--- src/rtl/wfa_reduce_ctrl_if.sv ---
// Handshake bundle shared by wfa_reduce_ctrl, the WFA compute engine and the reduction unit.
// master = controller side, slave = engine / reduction-unit side.
interface wfa_reduce_ctrl_if #(
  parameter int DATA_WIDTH    = 8,
  parameter int REF_LEN_WIDTH = 8
);

  // Engine -> controller: finished wavefront
  logic                         step_valid;
  logic                         step_ready;
  logic signed [DATA_WIDTH-1:0] step_kmin;
  logic signed [DATA_WIDTH-1:0] step_kmax;

  // Controller <-> reduction unit
  logic                         red_start;
  logic signed [DATA_WIDTH-1:0] red_kmin;
  logic signed [DATA_WIDTH-1:0] red_kmax;
  logic [REF_LEN_WIDTH-1:0]     red_threshold;
  logic signed [DATA_WIDTH-1:0] red_kmin_new;
  logic signed [DATA_WIDTH-1:0] red_kmax_new;
  logic                         red_done;

  // Controller -> engine: bounds for the next score step
  logic                         upd_valid;
  logic                         upd_ready;
  logic signed [DATA_WIDTH-1:0] upd_kmin;
  logic signed [DATA_WIDTH-1:0] upd_kmax;
  logic                         upd_reduced;

  modport master (
    input  step_valid, step_kmin, step_kmax,
    output step_ready,
    output red_start, red_kmin, red_kmax, red_threshold,
    input  red_kmin_new, red_kmax_new, red_done,
    output upd_valid, upd_kmin, upd_kmax, upd_reduced,
    input  upd_ready
  );

  modport slave (
    output step_valid, step_kmin, step_kmax,
    input  step_ready,
    input  red_start, red_kmin, red_kmax, red_threshold,
    output red_kmin_new, red_kmax_new, red_done,
    input  upd_valid, upd_kmin, upd_kmax, upd_reduced,
    output upd_ready
  );

endinterface

--- src/rtl/wfa_reduce_ctrl.sv ---
// Wavefront reduction sequencer: decides per score step whether to reduce, runs the reduction
// unit, validates its bounds and returns Kmin/Kmax. Optional WAIT watchdog: WFA_REDUCE_TIMEOUT_EN.
module wfa_reduce_ctrl #(
  parameter int DATA_WIDTH     = 8,
  parameter int REF_LEN_WIDTH  = 8,
  parameter int INTERVAL_WIDTH = 4,
  parameter int CNT_WIDTH      = 16,
  parameter int TIMEOUT_CYCLES = 64
) (
  input  logic                      clk,
  input  logic                      rst_n,
  input  logic                      cfg_en_i,
  input  logic [INTERVAL_WIDTH-1:0] cfg_interval_i,
  input  logic [DATA_WIDTH-1:0]     cfg_min_diags_i,
  input  logic [REF_LEN_WIDTH-1:0]  cfg_threshold_i,
  wfa_reduce_ctrl_if.master         bus,
  output logic [CNT_WIDTH-1:0]      reduce_count_o,
  output logic                      bad_result_o,
  output logic                      timeout_err_o
);

  typedef enum logic [2:0] {
    S_IDLE,
    S_DECIDE,
    S_LAUNCH,
    S_WAIT,
    S_CHECK,
    S_UPDATE
  } state_e;

  state_e                       state_q,       state_d;
  logic [INTERVAL_WIDTH-1:0]    step_cnt_q,    step_cnt_d;
  logic signed [DATA_WIDTH-1:0] kmin_q,        kmin_d;
  logic signed [DATA_WIDTH-1:0] kmax_q,        kmax_d;
  logic [REF_LEN_WIDTH-1:0]     thr_q,         thr_d;
  logic signed [DATA_WIDTH-1:0] new_kmin_q,    new_kmin_d;
  logic signed [DATA_WIDTH-1:0] new_kmax_q,    new_kmax_d;
  logic signed [DATA_WIDTH-1:0] upd_kmin_q,    upd_kmin_d;
  logic signed [DATA_WIDTH-1:0] upd_kmax_q,    upd_kmax_d;
  logic                         upd_reduced_q, upd_reduced_d;
  logic [CNT_WIDTH-1:0]         count_q,       count_d;
  logic                         bad_q,         bad_d;

  logic [INTERVAL_WIDTH:0]      cnt_plus1;
  logic [INTERVAL_WIDTH:0]      interval_eff;
  logic [INTERVAL_WIDTH-1:0]    cnt_sat;
  logic signed [DATA_WIDTH:0]   num_diag;
  logic signed [DATA_WIDTH:0]   min_diags;
  logic                         take_reduce;
  logic                         result_ok;

  // The latched step bounds double as the bounds presented to the reduction unit.
  assign cnt_plus1    = {1'b0, step_cnt_q} + (INTERVAL_WIDTH+1)'(1);
  assign cnt_sat      = (&step_cnt_q) ? step_cnt_q : cnt_plus1[INTERVAL_WIDTH-1:0];
  assign interval_eff = (cfg_interval_i == '0) ? (INTERVAL_WIDTH+1)'(1) : {1'b0, cfg_interval_i};
  assign num_diag     = {kmax_q[DATA_WIDTH-1], kmax_q} - {kmin_q[DATA_WIDTH-1], kmin_q}
                        + (DATA_WIDTH+1)'(1);
  assign min_diags    = {1'b0, cfg_min_diags_i};
  assign take_reduce  = cfg_en_i && (cnt_plus1 >= interval_eff) && (num_diag >= min_diags);
  assign result_ok    = (kmin_q <= new_kmin_q) && (new_kmin_q <= new_kmax_q)
                        && (new_kmax_q <= kmax_q);

`ifdef WFA_REDUCE_TIMEOUT_EN
  localparam int WAIT_W = (TIMEOUT_CYCLES > 1) ? $clog2(TIMEOUT_CYCLES) : 1;

  logic [WAIT_W-1:0] wait_cnt_q, wait_cnt_d;
  logic              to_q,       to_d;
  logic              wait_expired;

  // Last WAIT cycle of the budget; a red_done in that same cycle still wins.
  assign wait_expired = (wait_cnt_q == WAIT_W'(TIMEOUT_CYCLES - 1));

  always_ff @(posedge clk or negedge rst_n) begin
    if (!rst_n) begin
      wait_cnt_q <= '0;
      to_q       <= 1'b0;
    end else begin
      wait_cnt_q <= wait_cnt_d;
      to_q       <= to_d;
    end
  end

  assign timeout_err_o = to_q;
`else
  // Without the watchdog the flag is constant; TIMEOUT_CYCLES has no effect.
  assign timeout_err_o = (TIMEOUT_CYCLES < 0);
`endif

  // NOTE: sequential state uses non-blocking assignments so every register samples pre-edge values.
  always_ff @(posedge clk or negedge rst_n) begin
    if (!rst_n) begin
      state_q       <= S_IDLE;
      step_cnt_q    <= '0;
      kmin_q        <= '0;
      kmax_q        <= '0;
      thr_q         <= '0;
      new_kmin_q    <= '0;
      new_kmax_q    <= '0;
      upd_kmin_q    <= '0;
      upd_kmax_q    <= '0;
      upd_reduced_q <= 1'b0;
      count_q       <= '0;
      bad_q         <= 1'b0;
    end else begin
      state_q       <= state_d;
      step_cnt_q    <= step_cnt_d;
      kmin_q        <= kmin_d;
      kmax_q        <= kmax_d;
      thr_q         <= thr_d;
      new_kmin_q    <= new_kmin_d;
      new_kmax_q    <= new_kmax_d;
      upd_kmin_q    <= upd_kmin_d;
      upd_kmax_q    <= upd_kmax_d;
      upd_reduced_q <= upd_reduced_d;
      count_q       <= count_d;
      bad_q         <= bad_d;
    end
  end

  // NOTE: every signal written here gets its hold value first, so no path can infer a latch.
  always_comb begin
    state_d       = state_q;
    step_cnt_d    = step_cnt_q;
    kmin_d        = kmin_q;
    kmax_d        = kmax_q;
    thr_d         = thr_q;
    new_kmin_d    = new_kmin_q;
    new_kmax_d    = new_kmax_q;
    upd_kmin_d    = upd_kmin_q;
    upd_kmax_d    = upd_kmax_q;
    upd_reduced_d = upd_reduced_q;
    count_d       = count_q;
    bad_d         = bad_q;
`ifdef WFA_REDUCE_TIMEOUT_EN
    wait_cnt_d    = wait_cnt_q;
    to_d          = to_q;
`endif

    unique case (state_q)
      S_IDLE: begin
        if (bus.step_valid) begin
          kmin_d  = bus.step_kmin;
          kmax_d  = bus.step_kmax;
          thr_d   = cfg_threshold_i;
          state_d = S_DECIDE;
        end
      end

      S_DECIDE: begin
        if (take_reduce) begin
          step_cnt_d = '0;
          state_d    = S_LAUNCH;
        end else begin
          // Counter stays saturated so the next eligible step reduces.
          step_cnt_d    = cnt_sat;
          upd_kmin_d    = kmin_q;
          upd_kmax_d    = kmax_q;
          upd_reduced_d = 1'b0;
          state_d       = S_UPDATE;
        end
      end

      S_LAUNCH: begin
`ifdef WFA_REDUCE_TIMEOUT_EN
        wait_cnt_d = '0;
`endif
        state_d = S_WAIT;
      end

      S_WAIT: begin
        if (bus.red_done) begin
          new_kmin_d = bus.red_kmin_new;
          new_kmax_d = bus.red_kmax_new;
          state_d    = S_CHECK;
        end
`ifdef WFA_REDUCE_TIMEOUT_EN
        else if (wait_expired) begin
          to_d          = 1'b1;
          upd_kmin_d    = kmin_q;
          upd_kmax_d    = kmax_q;
          upd_reduced_d = 1'b0;
          state_d       = S_UPDATE;
        end else begin
          wait_cnt_d = wait_cnt_q + WAIT_W'(1);
        end
`endif
      end

      S_CHECK: begin
        if (result_ok) begin
          upd_kmin_d    = new_kmin_q;
          upd_kmax_d    = new_kmax_q;
          upd_reduced_d = 1'b1;
          if (count_q != '1) begin
            count_d = count_q + CNT_WIDTH'(1);
          end
        end else begin
          upd_kmin_d    = kmin_q;
          upd_kmax_d    = kmax_q;
          upd_reduced_d = 1'b0;
          bad_d         = 1'b1;
        end
        state_d = S_UPDATE;
      end

      S_UPDATE: begin
        if (bus.upd_ready) begin
          state_d = S_IDLE;
        end
      end

      default: state_d = S_IDLE;
    endcase
  end

  assign bus.step_ready    = (state_q == S_IDLE);
  assign bus.red_start     = (state_q == S_LAUNCH);
  assign bus.red_kmin      = kmin_q;
  assign bus.red_kmax      = kmax_q;
  assign bus.red_threshold = thr_q;
  assign bus.upd_valid     = (state_q == S_UPDATE);
  assign bus.upd_kmin      = upd_kmin_q;
  assign bus.upd_kmax      = upd_kmax_q;
  assign bus.upd_reduced   = upd_reduced_q;
  assign reduce_count_o    = count_q;
  assign bad_result_o      = bad_q;

endmodule
--- src/flat_wrapper.sv ---
// flat-port wrapper written by rule: the top's interface ports become plain ports
module wfa_reduce_ctrl_flat 
#(
  parameter int DATA_WIDTH     = 8,
  parameter int REF_LEN_WIDTH  = 8,
  parameter int INTERVAL_WIDTH = 4,
  parameter int CNT_WIDTH      = 16,
  parameter int TIMEOUT_CYCLES = 64
)
  (clk, rst_n, cfg_en_i, cfg_interval_i, cfg_min_diags_i, cfg_threshold_i, reduce_count_o, bad_result_o, timeout_err_o, bus_step_valid, bus_step_kmin, bus_step_kmax, bus_step_ready, bus_red_start, bus_red_kmin, bus_red_kmax, bus_red_threshold, bus_red_kmin_new, bus_red_kmax_new, bus_red_done, bus_upd_valid, bus_upd_kmin, bus_upd_kmax, bus_upd_reduced, bus_upd_ready);
  wfa_reduce_ctrl_if #(.DATA_WIDTH(DATA_WIDTH), .REF_LEN_WIDTH(REF_LEN_WIDTH)) bus_i ();
  input  logic clk;
  input  logic rst_n;
  input  logic cfg_en_i;
  input  logic [INTERVAL_WIDTH-1:0] cfg_interval_i;
  input  logic [DATA_WIDTH-1:0] cfg_min_diags_i;
  input  logic [REF_LEN_WIDTH-1:0] cfg_threshold_i;
  output logic [CNT_WIDTH-1:0] reduce_count_o;
  output logic bad_result_o;
  output logic timeout_err_o;
  input wire logic [$bits(bus_i.step_valid)-1:0] bus_step_valid;
  input wire logic [$bits(bus_i.step_kmin)-1:0] bus_step_kmin;
  input wire logic [$bits(bus_i.step_kmax)-1:0] bus_step_kmax;
  output wire logic [$bits(bus_i.step_ready)-1:0] bus_step_ready;
  output wire logic [$bits(bus_i.red_start)-1:0] bus_red_start;
  output wire logic [$bits(bus_i.red_kmin)-1:0] bus_red_kmin;
  output wire logic [$bits(bus_i.red_kmax)-1:0] bus_red_kmax;
  output wire logic [$bits(bus_i.red_threshold)-1:0] bus_red_threshold;
  input wire logic [$bits(bus_i.red_kmin_new)-1:0] bus_red_kmin_new;
  input wire logic [$bits(bus_i.red_kmax_new)-1:0] bus_red_kmax_new;
  input wire logic [$bits(bus_i.red_done)-1:0] bus_red_done;
  output wire logic [$bits(bus_i.upd_valid)-1:0] bus_upd_valid;
  output wire logic [$bits(bus_i.upd_kmin)-1:0] bus_upd_kmin;
  output wire logic [$bits(bus_i.upd_kmax)-1:0] bus_upd_kmax;
  output wire logic [$bits(bus_i.upd_reduced)-1:0] bus_upd_reduced;
  input wire logic [$bits(bus_i.upd_ready)-1:0] bus_upd_ready;
  assign bus_i.step_valid = bus_step_valid;
  assign bus_i.step_kmin = bus_step_kmin;
  assign bus_i.step_kmax = bus_step_kmax;
  assign bus_step_ready = bus_i.step_ready;
  assign bus_red_start = bus_i.red_start;
  assign bus_red_kmin = bus_i.red_kmin;
  assign bus_red_kmax = bus_i.red_kmax;
  assign bus_red_threshold = bus_i.red_threshold;
  assign bus_i.red_kmin_new = bus_red_kmin_new;
  assign bus_i.red_kmax_new = bus_red_kmax_new;
  assign bus_i.red_done = bus_red_done;
  assign bus_upd_valid = bus_i.upd_valid;
  assign bus_upd_kmin = bus_i.upd_kmin;
  assign bus_upd_kmax = bus_i.upd_kmax;
  assign bus_upd_reduced = bus_i.upd_reduced;
  assign bus_i.upd_ready = bus_upd_ready;
  wfa_reduce_ctrl #(.DATA_WIDTH(DATA_WIDTH), .REF_LEN_WIDTH(REF_LEN_WIDTH), .INTERVAL_WIDTH(INTERVAL_WIDTH), .CNT_WIDTH(CNT_WIDTH), .TIMEOUT_CYCLES(TIMEOUT_CYCLES)) u_core (.clk(clk), .rst_n(rst_n), .cfg_en_i(cfg_en_i), .cfg_interval_i(cfg_interval_i), .cfg_min_diags_i(cfg_min_diags_i), .cfg_threshold_i(cfg_threshold_i), .bus(bus_i), .reduce_count_o(reduce_count_o), .bad_result_o(bad_result_o), .timeout_err_o(timeout_err_o));
endmodule
--- config.mk ---
export PLATFORM = sky130hd
export DESIGN_NAME = wfa_reduce_ctrl_flat
export DESIGN_NICKNAME = d
export VERILOG_FILES = /design/src/rtl/wfa_reduce_ctrl_if.sv /design/src/rtl/wfa_reduce_ctrl.sv /design/src/flat_wrapper.sv
export SDC_FILE = /design/constraint.sdc
export NUM_CORES = 1
export LEC_CHECK = 0
export CAP_MARGIN = 30
export CORE_AREA = 2 2 100 102
export CTS_BUF_LIST = sky130_fd_sc_hd__clkbuf_8
export DETAILED_ROUTE_END_ITERATION = 12
export DIE_AREA = 0 0 102 104
export GPL_TIMING_DRIVEN = 1
export PLACE_DENSITY = 0.81
export SYNTH_ARGS = -nofsm -noshare
export SYNTH_HDL_FRONTEND = slang
export SYNTH_SLANG_ARGS = --single-unit
--- constraint.sdc ---
create_clock -name clk -period 4.8 [get_ports clk]
set_clock_uncertainty 0.1 [all_clocks]
set_input_delay 1.44 -clock clk [delete_from_list [all_inputs] [get_ports clk]]
set_output_delay 1.44 -clock clk [all_outputs]
set_load 0.01 [all_outputs]
==> summary by stage, run 1 <==
Synthesis
Counting flops and latches in the post-synthesis netlist gives 81. The sequential fraction of the synthesis area is 0.427. Synthesis produced a netlist with a net count of 580. Of all cell types, the one taking the most synthesized area is dfrtp_1. The mean instance size in the synthesized netlist is 10.1 sq um. In the post-synthesis netlist, the biggest area contributors are dfrtp_1 (43%), ha_1 (14%), mux2_2 (7.1%). The number of warnings issued by yosys is 0.

The area of the mapped netlist is 0.00474 sq mm. The most used flip-flop cell after synthesis is dfrtp_1. Of all flip-flops after synthesis, the portion carrying an async set or reset was 1.00. Synthesis produced a netlist whose cell count is 468. In this run, synthesis inferred 0 flip-flops with an integrated enable. The fraction of post-synthesis cell area in the top cell type by area is 0.427. After synthesis, the netlist uses 46 different library cells.

Routing
The count of antenna-violating nets left after detailed routing is 0. The wire length on met2 is 5600 um. The routed wire length per instance is 15.6 um. Routed signal wires occupy layers up through met4. After detailed routing, the wire length on met1 is 4740 um. After detailed routing, the met3 layer carries 644 um of wire. The first detailed-routing pass ran for 5 iterations. Wires add up to 11,300 um.

The number of vias per cell is 5.32. The via count is 3,855. For this run, design rule violations remaining after detail routing come to 0. For this block, the initial DRC count from the detailed router was 217.

Final layout
Of the cells placed in the final design, the portion with a size suffix greater than 1 is 0.0929. The final-stage net count is 699. The number of diodes added for antenna fixing is 0. Relative to the synthesized area, the layout overhead comes to 32.6%. The post-route standard cell area excluding fillers is 0.00629 sq mm.

For this run, the share of the core covered by cells in the final layout is 0.659.

Hold path
The path class of the tightest hold or removal check is reg2reg. For hold timing, the worst endpoint is u_core.bad_result_o$_DFFE_PN0P_. The cell count of the worst hold path is 1. The launch instance of the worst min-delay path is u_core.bad_result_o$_DFFE_PN0P_.

Clock tree
The insertion delay to the later sink of the worst-skew pair is 360 ps. The number of sinks handled by clock tree synthesis is 81. The number of buffers inserted by post-CTS setup repair is 0. The master cell of the clock root buffer is clkbuf_8.

TritonCTS built the clock tree. The clock passes through at most 2 buffers. Gates resized during post-CTS repair numbered 0.

The deepest level of the CTS H-tree is 3. The clock edge transition at the registers on the reported setup and hold paths is 80 ps. Buffers inserted to repair hold after CTS numbered 0. TritonCTS created 9 clock buffers.

Setup path
For the worst setup path, the data arrival time is 4010 ps. The largest individual stage delay along the critical path comes from the cell fa_1. The largest driver fanout on the critical path is 6. The beginning of the worst register-to-register path is u_core.bus.red_kmax[1]$_DFFE_PN0P_.

The nature of the critical path endpoint is a flip-flop. The critical path class is reg2reg. Setup slack on the worst reg-to-reg path comes out at 930 ps. STA puts the critical path data required time at 4940 ps. The critical path goes through inv_1, ha_1, inv_1, ha_1, fa_1, a21o_1, a21oi_1, o21bai_1, a21oi_1, xnor2_1, ha_1, o221ai_1, a21o_1, or3_1, a41oi_1, o22ai_1. The depth of the most critical reg-to-reg path is 16. The most numerous cell type found on the critical path is ha_1. For this run, the slowest stage of the critical path takes 420 ps. The end of the worst register-to-register path is u_core.step_cnt_q[1]$_DFFE_PN0P_. The critical path contains buffers and inverters numbering 2 combined.

The worst setup path is launched from a flip-flop. The cell family with the largest share of critical-path delay is compound AO/OA/AOI/OAI gates. The critical path crosses 16 cells after its start point.

Die
The die is 102 um wide. During I/O placement, the number of pins put on the boundary was 120. The initial cell density of the core is 0.497.

The placement row count is 36. The floorplan step defined a die boundary enclosing 0.0106 sq mm. The die outline height is 104 um. The core region is 0.00955 sq mm.

STA
At the pin with the least slew margin, the transition time is 936 ps. Setup violations remaining at the end of the flow were counted as 0. The final number of max-transition violations came to 0. Measured against its own limit, the worst slew margin works out to 0.372. The highest clock rate is 0.258 GHz. Dividing the final minimum period by the clock period gives 0.806. The final hold violation count is 0. Setup repair after global routing left no endpoint under its margin.

The accumulated negative setup slack is 0 ps. Counting I/O delays and the setup requirement, the final critical path takes 3870 ps.

Power and ir drop
The worst-case IR drop observed on VDD is 0.328 mV. The analysis attributes to cell leakage a power of 0.00299 uW. The total power draw is 4000 uW.

The power per cell area is 635 mW/mm^2.

Placed design
Summed over all nets, the half-perimeter wirelength after detailed placement is 9050 um. The number of port buffers is 118. The area of placed instances is 0.00609 sq mm.

The congestion estimate from routability-driven global placement came to 0.893.

Global routing
The initial antenna violation count is 0. Summed over all layers, the global routing overflow is 0. The number of global-route vias before repair was 3,940.

The first global-routing pass estimated 18,400 um of wire. The largest net degree at the start of global routing is 47. For this run, the total global-route usage over all layers was measured as 0.223.

Outcome
The run finished with clean final reports.

Job
The tool flagged a number of max-cap violations equal to 0.
[per-layer routing]
metal / vias up / global-route usage
met2: 139 / 0.364
met5: - / 0
li1: 1869 / -
met1: 1819 / 0.282
met4: 0 / 0.106
met3: 28 / 0.0444
[cells by family (layout without fill, tap and decap cells)]
group                      count (synthesis)  in the layout  share of synthesized area
and+or+nand+nor                          119            119                      0.123
AOI/OAI and AO/OA                         81             81                      0.107
DFF                                       81             81                      0.427
buffers and inverters                     64            188                     0.0530
adders and majority gates                 54             54                      0.144
muxes                                     47             47                      0.107
xor gates and xnor gates                  21             21                     0.0388
other                                      1              1                   0.000790
[stage by stage]
step / setup WS (ps) / instances / hold WS, ps
after detailed placement: 806 / 709 / 366
after floorplan: 1190 / 468 / 403
after global routing: 708 / 725 / 412
after CTS: 917 / 725 / 390
final: 931 / 725 / 384
after global placement: 924 / 708 / 363
[synth_stat cells, types with 6 or more instances]
cell type	number
nand3_1	19
ha_1	53
mux2i_1	17
nand2_1	46
xor2_1	9
a21o_1	6
nor2_1	12
nor3_1	10
mux2_2	30
and3_1	7
a21oi_1	9
inv_1	50
o21ai_0	38
dfrtp_1	81
clkbuf_1	8
xnor2_1	12
[flip-flops by register name, summed over array words and instances, names as in the netlist]
| register | count |
|---|---|
| u_core.new_kmax_q | 8 |
| u_core.bus.upd_kmax | 8 |
| u_core.step_cnt_q | 4 |
| u_core.reduce_count_o | 16 |
| u_core.new_kmin_q | 8 |
| u_core.bus.red_kmin | 8 |
| u_core.state_q | 3 |
| u_core.bus.upd_reduced | 1 |
| u_core.bad_result_o | 1 |
| u_core.bus.red_threshold | 8 |
| u_core.bus.upd_kmin | 8 |
| u_core.bus.red_kmax | 8 |
[final cells by class]
class / count / area (sq um)
Clock buffer: 10 / 138
Timing Repair Buffer: 122 / 1230
Fill cell: 778 / 3260
Clock inverter: 6 / 66.3
Tap cell: 133 / 166
Inverter: 50 / 188
Multi-Input combinational cell: 323 / 2480
Sequential cell: 81 / 2030
[where the power goes]
part | internal (uW) | leakage [uW] | switching (uW)
logic | 1170 | 0.00186 | 1190
registers | 903 | 0.00104 | 225
clock network | 255 | 0.0000949 | 261
[layout by cell type (no fill, tap or decap), types with 2 or more instances in the layout]
master,netlist,routed
mux2_2,30,30
buf_4,2,4
clkbuf_8,0,10
or3_1,4,4
o22a_1,2,2
mux2i_1,17,17
o21a_1,2,2
a21oi_1,9,9
nor4_1,3,3
and3_1,7,7
xor2_1,9,9
clkinvlp_4,0,3
nand3_1,19,19
inv_1,50,50
ha_1,53,53
nand2b_1,2,2
o21ai_0,38,38
nor3_1,10,10
o22ai_1,2,2
nand2_1,46,46
o221ai_1,2,2
o21bai_1,5,5
xnor2_1,12,12
o31a_1,4,4
and2_1,2,2
nor2b_1,5,5
nor2_1,12,12
nand4_1,5,5
a21o_1,6,6
dfrtp_1,81,81
a31oi_1,3,3
clkdlybuf4s50_1,0,117
[how the worst max path moves through the flow]
stage                                       startpoint                            endpoint  slack, ps
floorplan           u_core.bus.red_kmax[1]$_DFFE_PN0P_  u_core.bus.upd_kmax[5]$_DFFE_PN0P_       1190
global placement                     cfg_interval_i[2]       u_core.state_q[1]$_DFFE_PN0P_        920
detailed placement                   cfg_interval_i[1]    u_core.step_cnt_q[1]$_DFFE_PN0P_        810
CTS                 u_core.bus.red_kmax[1]$_DFFE_PN0P_    u_core.step_cnt_q[1]$_DFFE_PN0P_        920
global route        u_core.bus.red_kmax[1]$_DFFE_PN0P_       u_core.state_q[1]$_DFFE_PN0P_        710
finish              u_core.bus.red_kmax[1]$_DFFE_PN0P_    u_core.step_cnt_q[1]$_DFFE_PN0P_        930
No activity file was read; power rests on OpenSTA's default activity.
==> run 2, diff against run 1 <==
--- a/config.mk
+++ b/config.mk
@@ -6,12 +6,12 @@
 export NUM_CORES = 1
 export LEC_CHECK = 0
 export CAP_MARGIN = 30
-export CORE_AREA = 2 2 100 102
+export CORE_AREA = 2 2 105 107
 export CTS_BUF_LIST = sky130_fd_sc_hd__clkbuf_8
 export DETAILED_ROUTE_END_ITERATION = 12
-export DIE_AREA = 0 0 102 104
+export DIE_AREA = 0 0 107 109
 export GPL_TIMING_DRIVEN = 1
-export PLACE_DENSITY = 0.81
+export PLACE_DENSITY = 0.77
 export SYNTH_ARGS = -nofsm -noshare
 export SYNTH_HDL_FRONTEND = slang
 export SYNTH_SLANG_ARGS = --single-unit
==> constraint.sdc (replaced) <==
create_clock -name clk -period 3.48 [get_ports clk]
set_clock_uncertainty 0.1 [all_clocks]
set_input_delay 1.044 -clock clk [delete_from_list [all_inputs] [get_ports clk]]
set_output_delay 1.044 -clock clk [all_outputs]
set_load 0.01 [all_outputs]
==> run 2 against run 1 <==
Against the previous run:
- register-to-register slack got worse by 920 ps
- count of clock-buffer cells in the layout fell by 1
- non-clock buffer count rose by 25
- sequential power rose by 35%
==> summary by stage, run 2 (synthesis gave the netlist of run 1 again) <==
Power and ir drop
The leakage power figure was 0.00316 uW (+5.6%). The clock network power share is 0.118 (-0.011). The share of total power consumed by net switching came to 0.405 (-0.0141).

The relative contribution of sequential cells to total power came to 0.246 (-0.036). The power per cell area is 938 mW/mm^2 (+48%). The portion of total power attributed to combinational logic is 0.636 (+0.047). The internal power contribution is 3710 uW (+59%). The net switching component of the power is 2520 uW (+50%). The peak supply drop is 0.406 mV (+24%).

Global routing
The number of global-route vias before repair is 3,994 (+1.4%). The global-route wire length before repair is 19,000 um (+3.1%). The largest net degree at the start of global routing came to 51 (+8.5%). The remaining global-route overflow came to 0 (unchanged).

The initial antenna violation count came to 0 (unchanged). The all-layer global routing usage is 0.212 (-0.0115).

Placed design
The number of port buffers came to 118 (unchanged). The routability-driven placement congestion ratio is 0.864 (-3.3%). The HPWL after detailed placement is 9280 um (+2.5%). The worst slack at placement is -72.5 ps (-878 ps).

STA
The minimum clock period after layout came to 3470 ps (-397 ps). The final-report setup violation count is 0 (unchanged). The highest clock rate was 0.288 GHz (+11%). The final number of max-transition violations is 0 (unchanged). Setup repair after global routing could not meet its margin everywhere. The final clock period utilization by the worst path is 0.998 (+0.192). The post-layout worst setup margin came to 8.01 ps (-923 ps).

The worst relative slew slack came to 0.575 (+0.203). The slew at the pin closest to its max-slew limit is 638 ps (-299 ps). The final hold violation count is 0 (unchanged).

Setup path
The signal on the critical path passes through ha_4, inv_2, ha_4, fa_2, a21o_1, a21oi_2, o21bai_1, a21oi_1, xnor2_1, ha_1, o221ai_2, a21o_1, buf_6, o41ai_4, buf_6, clkbuf_16, nand2_1, o21ai_1. The startpoint kind of the worst setup timing path is a flip-flop. The critical path class is reg2reg.

The arrival time of data at the critical path endpoint is 3660 ps (-350 ps). The library cell contributing the largest single delay on the critical path is dfrtp_1. The required time at the endpoint of the critical path is 3670 ps (-1270 ps). The worst setup path is captured at a flip-flop. The biggest cell delay along the critical path is 410 ps (about the same).

The largest driver fanout on the critical path is 8 (+2).

Final layout
The sequential cell area is 0.00203 sq mm (unchanged). The final-stage net count is 724 (+3.6%). The final-layout fill cell count is 838 (+7.7%).

The area growth from synthesis to layout is 39.8%. The layout cell share with drive strength beyond 1 is 0.159 (+0.0662). The utilization after layout is 0.625 (-0.0334). The library cells used most frequently in the layout, excluding fill and tap cells, are clkdlybuf4s50_1 (117), dfrtp_1 (81), ha_1 (51), inv_1 (49), nand2_1 (41). The number of diodes added for antenna fixing is 0 (unchanged).

The most common library cell in the layout ignoring fill and taps is clkdlybuf4s50_1. The number of flip-flops under the largest register name is 16 (unchanged). The multi-input gate area in the final layout is 0.00257 sq mm (+3.9%).

Routing
The count of routing violations after the opening detailed-route iteration is 148 (-32%). The count of TritonRoute iterations in the first routing pass came to 4 (-1). The routed wire length per instance is 15.8 um (+1.2%). The detailed-route DRC error count is 0 (unchanged). The number of vias per cell is 5.25 (-1.3%). The via count was 3,968 (+2.9%). The routed wire length is 12,000 um (+5.5%). The count of antenna-violating nets left after detailed routing is 0 (unchanged).

Die
The x dimension of the die is 107 um (+4.9%). The initial cell density of the core is 0.447 (-0.0494). The number of primary I/O pins is 120 (unchanged). The placement row count is 38 (+5.6%). The die outline height is 109 um (+4.8%). The area of the placeable core is 0.0106 sq mm (+11%). The floorplan die area is 0.0117 sq mm (+9.9%).

Clock tree
The buffer depth of the longest clock path is 2 (unchanged). The clock edge transition at the registers on the reported setup and hold paths is 80 ps (about the same). The insertion delay to the later sink of the worst-skew pair is 360 ps (about the same). The number of buffers created by CTS is 9 (unchanged). The number of sinks handled by clock tree synthesis was 81 (unchanged). The tree is rooted in a clkbuf_8. TritonCTS built the clock tree.

The deepest level of the CTS H-tree is 3 (unchanged).

Job
The number of maximum-capacitance constraint violations is 0 (unchanged).

Hold path
The min-delay analysis places its worst path in the category reg2reg.

Outcome
The flow ran to the end, and the final reports show no timing, DRC or antenna violations.
-- run 2: area by class of cell --
| cell class | instances | share of cell area |
|---|---|---|
| clock inverter | 6 | 0.0128 |
| sequential | 81 | 0.306 |
| clock buffer | 9 | 0.0187 |
| multi-input combinational | 323 | 0.388 |
| tap | 140 | 0.0264 |
| timing repair buffer | 147 | 0.220 |
| inverter | 50 | 0.0283 |
-- run 2: per-layer routing --
layer	wire, um	vias to the layer above	global-route usage
met5	0	-	0
met3	750	26	0.0640
met1	4970	1902	0.253
met4	279	0	0.0742
li1	-	1913	-
met2	5970	127	0.364
-- run 2: per-stage QoR --
step	hold WS [ps]	cell area [sq um]	instances	TNS (ps)	total power, uW
floorplan	403	4770	468	0	3640
global placement	363	6230	733	0	4860
detailed placement	370	6230	733	-807	5010
CTS	388	6500	752	-47.6	5870
global route	424	6630	756	-3140	6700
finish	390	6630	756	0	6220
-- run 2: critical path: cells and delay by family, from the launching register on --
kind	cells	cell delay (ps)
fa+ha+maj	4	1060
flops	1	410
simple gates	1	60
xor+xnor	1	100
compound gates	8	1140
buf+inv	4	520
-- run 2: worst paths after layout --
path / startpoint / to / slack [ps] / cells past startpoint
max: u_core.bus.red_kmin[1]$_DFFE_PN0P_ / u_core.bus.upd_kmin[1]$_DFFE_PN0P_ / 8 / 18
min: u_core.bus.upd_kmax[1]$_DFFE_PN0P_ / u_core.bus.upd_kmax[1]$_DFFE_PN0P_ / 390 / 2
max reg2reg: u_core.bus.red_kmin[1]$_DFFE_PN0P_ / u_core.bus.upd_kmin[1]$_DFFE_PN0P_ / 8 / 18
min reg2reg: u_core.bus.upd_kmax[1]$_DFFE_PN0P_ / u_core.bus.upd_kmax[1]$_DFFE_PN0P_ / 390 / 2
max in group asynchronous: rst_n / u_core.bus.upd_kmin[0]$_DFFE_PN0P_ / 1990 / 2
min in group asynchronous: rst_n / u_core.bus.upd_kmax[2]$_DFFE_PN0P_ / 600 / 1
-- run 2: timing repair --
item	in CTS	in global routing
setup buffers	4	1
hold buffers	0	0
pin swaps	6	8
endpoints found under the setup margin	20	23
gates resized for setup	8	27
endpoints found under the hold margin	0	0
cloned	0	3
-- run 2: power by group through the flow --
stage | Combinational (uW) | Clock, uW | Sequential (uW)
2_1_floorplan | 2050 | 0 | 1580
3_3_place_gp | 3340 | 0 | 1510
3_5_place_dp | 3470 | 0 | 1530
4_1_cts | 3600 | 750 | 1520
5_1_grt | 4340 | 793 | 1570
6_report | 3960 | 735 | 1530
